[config.mk]
export PLATFORM = sky130hd
export DESIGN_NAME = gain_update
export DESIGN_NICKNAME = d
export VERILOG_FILES = /design/src/rtl/gain_update_pkg.sv /design/src/rtl/gain_update_log2.sv /design/src/rtl/gain_update.sv
export SDC_FILE = /design/constraint.sdc
export NUM_CORES = 1
export LEC_CHECK = 0
export BUFFER_PORTS_ARGS = -buffer_cell sky130_fd_sc_hd__buf_4
export CORE_UTILIZATION = 35
export DETAILED_ROUTE_END_ITERATION = 8
export SETUP_SLACK_MARGIN = 0.3
export SLEW_MARGIN = 40
export SYNTH_ARGS = -nofsm -noshare
export SYNTH_HDL_FRONTEND = slang
export SYNTH_HIERARCHICAL = 1
export SYNTH_SLANG_ARGS = --single-unit
export TNS_END_PERCENT = 30
[constraint.sdc]
create_clock -name clk -period 12.75 [get_ports clk]
set_input_delay 2.55 -clock clk [delete_from_list [all_inputs] [get_ports clk]]
set_output_delay 2.55 -clock clk [all_outputs]
set_load 0.005 [all_outputs]
[src/rtl/gain_update_pkg.sv]
// Shared constants, FSM encoding and address helper for the gain-update block.
// Also provides the base address of the four-word past_qua_en history in scratch memory.
package gain_update_pkg;

    localparam logic [11:0]        PAST_QUA_EN = 12'h3C0;
    localparam int                 EXP_BIAS    = 13;
    localparam int                 SHL_AMT     = 13;
    localparam logic signed [15:0] QUA_SCALE   = 16'sd24660;
    localparam logic signed [31:0] MAX_32      = 32'sh7FFF_FFFF;
    localparam logic signed [31:0] MIN_32      = 32'sh8000_0000;
    localparam logic signed [15:0] MAX_16      = 16'sh7FFF;
    localparam logic signed [15:0] MIN_16      = 16'sh8000;

    typedef enum logic [3:0] {
        S_IDLE,
        S_RD,
        S_WR,
        S_LOG_START,
        S_LOG_WAIT,
        S_COMP,
        S_SCALE,
        S_WRITE,
        S_FIN
    } state_e;

    function automatic logic [11:0] past_addr(input logic [1:0] idx);
        return {PAST_QUA_EN[11:2], idx};
    endfunction

endpackage

[src/rtl/gain_update_log2.sv]
// log2_unit: two-stage Log2 (normalise, then 33-entry table interpolation).
// Fixed latency: done_o is high two cycles after start_i; inputs <= 0 give exp=0, frac=0.
module log2_unit (
    input  logic        clk,
    input  logic        reset,
    input  logic        start_i,
    input  logic [31:0] l_x_i,
    output logic        done_o,
    output logic [15:0] exp_o,
    output logic [15:0] frac_o
);

    localparam logic [15:0] LOG_TAB [0:32] = '{
        16'd0,     16'd1455,  16'd2866,  16'd4236,  16'd5568,  16'd6863,  16'd8124,
        16'd9352,  16'd10549, 16'd11716, 16'd12855, 16'd13967, 16'd15054, 16'd16117,
        16'd17156, 16'd18172, 16'd19167, 16'd20142, 16'd21097, 16'd22033, 16'd22951,
        16'd23852, 16'd24735, 16'd25603, 16'd26455, 16'd27291, 16'd28113, 16'd28922,
        16'd29716, 16'd30497, 16'd31266, 16'd32023, 16'd32767
    };

    logic [4:0]  msb_pos;
    logic [19:0] x_mant;
    logic        valid_q;
    logic        zero_q;
    logic [4:0]  exp1_q;
    logic [19:0] mant_q;
    logic [15:0] tab_lo;
    logic [15:0] tab_hi;
    logic [31:0] interp;
    logic [15:0] frac_calc;

    // Exponent is the position of the leading one; mantissa keeps bits 29..10 after normalising.
    always_comb begin
        msb_pos = '0;
        for (int b = 0; b < 31; b++) begin
            if (l_x_i[b]) msb_pos = 5'(b);
        end
        x_mant = 20'((l_x_i << (5'd30 - msb_pos)) >> 10);
    end

    assign tab_lo    = LOG_TAB[{1'b0, mant_q[19:15]}];
    assign tab_hi    = LOG_TAB[{1'b0, mant_q[19:15]} + 6'd1];
    assign interp    = 32'(tab_hi - tab_lo) * 32'(mant_q[14:0]);
    assign frac_calc = 16'(({tab_lo, 16'h0000} + (interp << 1)) >> 16);

    always_ff @(posedge clk or negedge reset) begin
        if (!reset) begin
            valid_q <= 1'b0;
            zero_q  <= 1'b0;
            exp1_q  <= '0;
            mant_q  <= '0;
            done_o  <= 1'b0;
            exp_o   <= '0;
            frac_o  <= '0;
        end else begin
            valid_q <= start_i;
            done_o  <= valid_q;
            if (start_i) begin
                zero_q <= l_x_i[31] || (l_x_i == 32'd0);
                exp1_q <= msb_pos;
                mant_q <= x_mant;
            end
            if (valid_q) begin
                exp_o  <= zero_q ? 16'd0 : {11'd0, exp1_q};
                frac_o <= zero_q ? 16'd0 : frac_calc;
            end
        end
    end

endmodule

[src/rtl/gain_update.sv]
// gain_update: shifts the past_qua_en history in scratch memory and stores the new quantised energy.
// Optional qua_ener output enabled by GAIN_UPDATE_ENERGY_OUT_EN.
module gain_update
    import gain_update_pkg::*;
(
    input  logic        clk,
    input  logic        reset,
    input  logic        start,
    input  logic [31:0] L_gbk12,
    output logic        done,
    output logic [11:0] scratch_mem_read_addr,
    input  logic [31:0] scratch_mem_in,
    output logic [11:0] scratch_mem_write_addr,
    output logic [31:0] scratch_mem_out,
    output logic        scratch_mem_write_en
`ifdef GAIN_UPDATE_ENERGY_OUT_EN
    ,
    output logic [15:0] qua_ener
`endif
);

    state_e             state_q;
    logic [1:0]         i_q;
    logic [31:0]        l_gbk12_q;
    logic [15:0]        exp_q;
    logic [15:0]        frac_q;
    logic signed [31:0] acc_q;
    logic               done_q;
    logic [11:0]        rd_addr_q;
    logic [11:0]        wr_addr_q;
    logic               wr_en_q;
    logic [31:0]        wdata_q;
    logic               log_start_q;

    logic               log_done;
    logic [15:0]        log_exp;
    logic [15:0]        log_frac;
    logic [31:0]        exp_ext;
    logic signed [31:0] comp_val;
    logic signed [31:0] acc_shl;
    logic signed [31:0] tmp_ext;
    logic signed [31:0] prod_sh;
    logic signed [15:0] result;

    log2_unit u_log2 (
        .clk     (clk),
        .reset   (reset),
        .start_i (log_start_q),
        .l_x_i   (l_gbk12_q),
        .done_o  (log_done),
        .exp_o   (log_exp),
        .frac_o  (log_frac)
    );

    assign exp_ext  = {{16{exp_q[15]}}, exp_q};
    assign comp_val = ((exp_ext - 32'(EXP_BIAS)) << 16) + ({16'h0000, frac_q} << 1);

    // Saturating L_shl, extract_h, then saturating Q15 multiply by the energy scale.
    always_comb begin
        if (acc_q[31:31-SHL_AMT] == {(SHL_AMT + 1){acc_q[31]}}) begin
            acc_shl = acc_q <<< SHL_AMT;
        end else begin
            acc_shl = acc_q[31] ? MIN_32 : MAX_32;
        end
        tmp_ext = 32'(signed'(16'(acc_shl >>> 16)));
        prod_sh = (tmp_ext * 32'(QUA_SCALE)) >>> 15;
        if (prod_sh > 32'sd32767) begin
            result = MAX_16;
        end else if (prod_sh < -32'sd32768) begin
            result = MIN_16;
        end else begin
            result = prod_sh[15:0];
        end
    end

    always_ff @(posedge clk or negedge reset) begin
        if (!reset) begin
            state_q     <= S_IDLE;
            i_q         <= '0;
            l_gbk12_q   <= '0;
            exp_q       <= '0;
            frac_q      <= '0;
            acc_q       <= '0;
            done_q      <= 1'b0;
            rd_addr_q   <= '0;
            wr_addr_q   <= '0;
            wr_en_q     <= 1'b0;
            wdata_q     <= '0;
            log_start_q <= 1'b0;
        end else begin
            done_q      <= 1'b0;
            rd_addr_q   <= '0;
            wr_addr_q   <= '0;
            wr_en_q     <= 1'b0;
            wdata_q     <= '0;
            log_start_q <= 1'b0;
            unique case (state_q)
                S_IDLE: begin
                    if (start) begin
                        l_gbk12_q <= L_gbk12;
                        i_q       <= 2'd3;
                        rd_addr_q <= past_addr(2'd2);
                        state_q   <= S_RD;
                    end
                end
                S_RD: begin
                    // Read address stays up through WR, where the returned word is written back one slot up.
                    rd_addr_q <= rd_addr_q;
                    wr_en_q   <= 1'b1;
                    wr_addr_q <= past_addr(i_q);
                    state_q   <= S_WR;
                end
                S_WR: begin
                    i_q <= i_q - 2'd1;
                    if (i_q == 2'd1) begin
                        log_start_q <= 1'b1;
                        state_q     <= S_LOG_START;
                    end else begin
                        rd_addr_q <= past_addr(i_q - 2'd2);
                        state_q   <= S_RD;
                    end
                end
                S_LOG_START: state_q <= S_LOG_WAIT;
                S_LOG_WAIT: begin
                    if (log_done) begin
                        exp_q   <= log_exp;
                        frac_q  <= log_frac;
                        state_q <= S_COMP;
                    end
                end
                S_COMP: begin
                    acc_q   <= comp_val;
                    state_q <= S_SCALE;
                end
                S_SCALE: begin
                    wr_en_q   <= 1'b1;
                    wr_addr_q <= past_addr(2'd0);
                    wdata_q   <= {{16{result[15]}}, result};
                    state_q   <= S_WRITE;
                end
                S_WRITE: begin
                    done_q  <= 1'b1;
                    state_q <= S_FIN;
                end
                S_FIN:   state_q <= S_IDLE;
                default: state_q <= S_IDLE;
            endcase
        end
    end

    assign done                   = done_q;
    assign scratch_mem_read_addr  = rd_addr_q;
    assign scratch_mem_write_addr = wr_addr_q;
    assign scratch_mem_write_en   = wr_en_q;
    assign scratch_mem_out        = (state_q == S_WR) ? scratch_mem_in : wdata_q;

`ifdef GAIN_UPDATE_ENERGY_OUT_EN
    logic [15:0] qua_ener_q;

    always_ff @(posedge clk or negedge reset) begin
        if (!reset) begin
            qua_ener_q <= '0;
        end else if (state_q == S_WRITE) begin
            qua_ener_q <= wdata_q[15:0];
        end
    end

    assign qua_ener = qua_ener_q;
`endif

endmodule

# Word level (Yosys, flattened, before mapping)
# Memories as Yosys holds them, arrays and structs flattened.
# Cells that the tools add are included.
word_totals:
  inputBits: 67
  romBits: 2048
  out_inout_bits: 58
  latchBits: 0
  regBits: 221
  ram_bits: 0
  elab_cells: 114
  mem_count: 2
mem_list:
  columns: ["name", "depth", "word_bits", "rd", "rd_ports_with_merged_regs", "wr", "line", "text"]
  rows:
  - ["(no name shown)", 64, 16, 1, 0, 0, "gain_update_log2.sv:41", "assign tab_lo = LOG_TAB[{1'b0, mant_q[19:15]}];"]
  - ["(no name shown)", 64, 16, 1, 0, 0, "gain_update_log2.sv:42", "assign tab_hi = LOG_TAB[{1'b0, mant_q[19:15]} + 6'd1];"]
op_classes:
  n_shift: 1
  mul: 2
  order_cmp: 4
  muxes: 56
  n_eq_ne: 11
  bitwise: 2
  div_mod_pow: 0
  n_reduce_logical: 9
  add_sub_neg: 8
op_table:
  columns: ["op", "count"]
  rows:
  - ["5-bit 2-to-1 mux", 30]
  - ["32-bit 2-to-1 mux", 4]
  - ["16-bit 2-to-1 mux", 7]
  - ["12-bit one-hot mux with 3 select lines", 1]
  - ["32-bit by 17-bit adder with 32-bit output", 1]
  - ["32-bit adder", 1]
  - ["32-bit zero test", 1]
  - ["32-bit by 15-bit multiplier with 31-bit output", 1]
  - ["4-bit one-hot mux with 8 select lines", 1]
  - ["32-bit by 5-bit << shifter with 30-bit output", 1]
  - ["16-bit by 14-bit multiplier with 30-bit output (second input constant)", 1]
  - ["10-bit 2-to-1 mux", 2]
  - ["10-bit one-hot mux with 2 select lines", 1]
  - ["17-bit by 16-bit > comparator with 1-bit output (second input constant)", 1]
  - ["17-bit by 16-bit < comparator with 1-bit output (second input constant)", 1]
  - ["16-bit by 16-bit subtractor with 17-bit output", 1]
  - ["4-bit by 3-bit == test with 1-bit output (second input constant)", 4]
  - ["16-bit by 5-bit subtractor with 16-bit output (second input constant)", 1]
  - ["7-bit greater-or-equal comparator (second input constant)", 2]
  - ["13-bit == test", 1]
  - ["4-bit by 2-bit == test with 1-bit output (second input constant)", 2]
  - ["4-bit 2-to-1 mux", 2]
  - ["2-bit AND reduction", 4]
  - ["5-bit NOT with 7-bit output", 1]
  - ["other kinds (16)", 21]

# Depth between registers and ports, before layout
depth:
  ltp_word: 32
  mapped_depth: 55
  depth_no_buf: 52

# Hierarchy
# Netlist, hierarchy kept.
by_module_without_submodules:
  columns: ["module", "cells_each", "seq_area_each_um2", "n_inst", "area_per_inst_um2"]
  rows:
  - ["log2_unit", 1851, 1226.2, 1, 15867.7]
  - ["gain_update", 910, 3027.9, 1, 9238.9]

# Worst setup path after synthesis
# Ideal clock, no wire load.
synth_path:
  path_type: "register to register"
  startpoint: "register u_log2.mant_q[15]"
  endpoint: "register u_log2.frac_o[15]"
  stages_incl_launch_ff: 54
  slack_ns: 1.226
  required_ns: 12.628
  path_buffers: 3
  synth_period_minus_slack_ns: 11.524
  setup_ns: 0.122
  t_arrival_ns: 11.402
  cell_sequence: "dfrtp_1 -> clkbuf_1 -> inv_1 -> ha_1 -> clkbuf_1 -> clkinv_1 -> nor2_1 -> a21oi_1 -> o2111ai_1 -> nand2_1 -> nand2_1 -> ha_1 -> nor2b_1 -> o21ai_0 -> a21boi_0 -> o21ai_0 -> a21boi_0 -> o21ai_0 -> [18 not listed] -> a21boi_0 -> o21a_1 -> o21a_1 -> o21a_1 -> o21a_1 -> nor2_1 -> xnor2_1 -> ha_1 -> o21a_1 -> nor2_1 -> nor3b_1 -> nor3_1 -> o31ai_1 -> a31oi_1 -> xnor2_1 -> xnor2_1 -> xnor2_1 -> o2bb2ai_1"
synth_via:
  elab_chain_cells: 9
  word_cells_on_any_way: 13
  cone_classes: "add/sub: 3; mul: 1; mux: 5; bitwise: 2; memory: 2"
synth_lines:
  columns: ["element", "line", "text"]
  rows:
  - ["start, declared", "gain_update_log2.sv:26", "logic [19:0] mant_q;"]
  - ["start signal, assigned", "gain_update_log2.sv:61", "mant_q <= x_mant;"]
  - ["5-bit by 1-bit adder with 6-bit output", "gain_update_log2.sv:42", null]
  - ["6-bit NOT with 7-bit output (implied by the code)", "gain_update_log2.sv:42", null]
  - ["memory read 64 x 16 bit", null, null]
  - ["16-bit 2-to-1 mux (implied by the code) (2 in series)", "gain_update_log2.sv:42", null]
  - ["16-bit by 16-bit subtractor with 17-bit output", "gain_update_log2.sv:43", "assign interp = 32'(tab_hi - tab_lo) * 32'(mant_q[14:0]);"]
  - ["32-bit by 15-bit multiplier with 31-bit output", "gain_update_log2.sv:43", null]
  - ["32-bit adder *", "gain_update_log2.sv:44", "assign frac_calc = 16'(({tab_lo, 16'h0000} + (interp << 1)) >> 16);"]
  - ["16-bit 2-to-1 mux *", "gain_update_log2.sv:65", "frac_o <= zero_q ? 16'd0 : frac_calc;"]
  - ["end signal, assigned", "gain_update_log2.sv:65", null]
  - ["end, declared", "gain_update_log2.sv:10", "output logic [15:0] frac_o"]
# Every way passes the cells marked *; elsewhere a longest branch is shown, timed or not. The select of a mux whose other input is x is not followed.
# A chain may end at the register's enable or synchronous reset.

# Worst setup path after layout
layout_path:
  startpoint: "register u_log2.mant_q[16]"
  endpoint: "register u_log2.frac_o[15]"
# Same word-level chain as after synthesis.

==> results.cfg <==
[status]
status = complete, no violations

[synth]
syn_inst = 2753
ys_warn_count = 6
syn_area_per_cell_um2 = 9.090
synth_area_um2 = 25020

[global_route]
first_global_vias = 18751
antenna_found_initial = 0
gr-usage-all-layers_pct = 17.00
grt_max_degree = 87
grt_pass1_wl_um = 101100
grt-ovfl-total = 0

[worst_setup_path]
cp-startpoint = u_log2/mant_q[16]
slowest_stage = fa_1
path_delay_family = adder cells
r2r_slack_ps = 1070
endpoint = u_log2/frac_o[15]
worst-path-buf-inv = 8
timing.rr.start = u_log2/mant_q[16]
worst_setup_path_end_kind = flop
worst_ep_arrival_time_ps = 12010
crit_type = reg -> reg
crit_top_cell = fa_1
cp_slowest_stage_delay_ps = 510
crit_fanout = 14
required_ps = 13080
r2r_end = u_log2/frac_o[15]
cp-start-kind = flop
r2r_cells = 50
path_depth = 50

[timing]
timing.final.crit_share_pct = 91.63
tightest_slew_ps = 786.6
setup_ws_ps = 1068
drv_slew = 0
tns_ps = 0
maxSlewHeadroom_pct = 47.37
clock_skew_ps = 15.06
hold_viol = 0
setup_viol = 0
max_freq_mhz = 85.60
rsz0062_at_grt = false
hold_slack_ps = 469.9
min_period_ps = 11680

[die]
initial_utilization_pct = 35.55
num_rows = 97
coreArea_um2 = 70390
boundaryPins = 125
die_w_um = 269.4
die_area_um2 = 72570
chipHeight_um = 269.4

[routing]
routed_wl_um = 60920
drc_errors = 0
wl_per_cell_um = 16.26
vias = 18803
antenna_left = 0
dr.pass1.iters = 5
dr.first_iter.drc_count = 1196
vias_per_cell = 5.017

[hold_path]
hp-start = frac_q[14]
hp-class = reg -> reg

[run]
timing.max_cap.violations = 0

[place]
io_buffer_count = 112
hpwl_um = 49000
place_congestion = 0.9056
placed_cells = 3716
pre_cts_ws_ps = 367.5

[cts]
cts_max_path_buffers = 2
ctsHoldBuffers = 0
insertion_delay_ps = 450
htree_num_levels = 4
clkTransAtPathRegs_ps = 70
cts_buffers = 17
root_buffer = clkbuf_16
cts_tree = yes
cts_sinks = 168

[cells_and_area]
stdcell_count = 3748
fillers = 7153
drive_gt1_share_pct = 12.14
area_delta_synth_final_pct = 9.510
final_cell_mix = 417 x inv_1, 346 x nand2_1, 293 x fa_1, 260 x ha_1, 168 x dfrtp_1
layout.nets = 3418
layout_commonest_cell = inv_1
diodes = 0
[routing by layer]
layer | global-route usage (%) | vias to the layer above | wire, µm
li1 | - | 9121 | -
met1 | 24.55 | 9183 | 29180
met2 | 27.56 | 438 | 28200
met3 | 1.879 | 61 | 2731
met4 | 3.050 | 0 | 813
met5 | 0 | - | 0
[repair_timing]
action                     in CTS  in global routing
buffers inserted                0                  0
setup endpoints to repair       0                  7
resized for setup               0                 16
[tightest hold or removal path: cells and delay by family, from the launching register on]
family           cells  cell delay (ps)
DFF                  1              340
and+or+nand+nor      2              100
[through the flow]
| step | util, % | area [µm²] |
|---|---|---|
| floorplan | - | 25100 |
| global placement | 37.93 | 26700 |
| detailed placement | 37.96 | 26720 |
| CTS | 38.81 | 27320 |
| global route | 38.93 | 27400 |
| finish | 38.93 | 27400 |
[worst min-delay path by stage]
stage,to,cells after the start
floorplan,acc_q[10],2
global placement,acc_q[8],2
detailed placement,acc_q[7],2
CTS,acc_q[15],2
global route,acc_q[15],2
finish,acc_q[15],2
[area by class of cell]
type                       instances  area, µm²  area share [%]
clock buffer                      18      439.2           1.603
inverter                         423       1592           5.808
clock inverter                    14      152.6          0.5570
multi-input combinational       2029      18660           68.09
timing repair buffer             156       1181           4.310
tap                              940       1176           4.292
sequential                       168       4204           15.34
[sequential cells by signal, summed over array words and instances (netlist names), 2 cells and up]
register and count:
l_gbk12_q 32, acc_q 29, u_log2/mant_q 20, exp_q 16
wdata_q 16, frac_q 14, u_log2/frac_o 14, u_log2/exp1_q 5
u_log2/exp_o 5, state_q 4, scratch_mem_read_addr 3, scratch_mem_write_addr 3
i_q 2
Power is left out: the tool's default activity adds up to more than one toggle a clock period on the data nets, which glitch-free logic cannot reach.
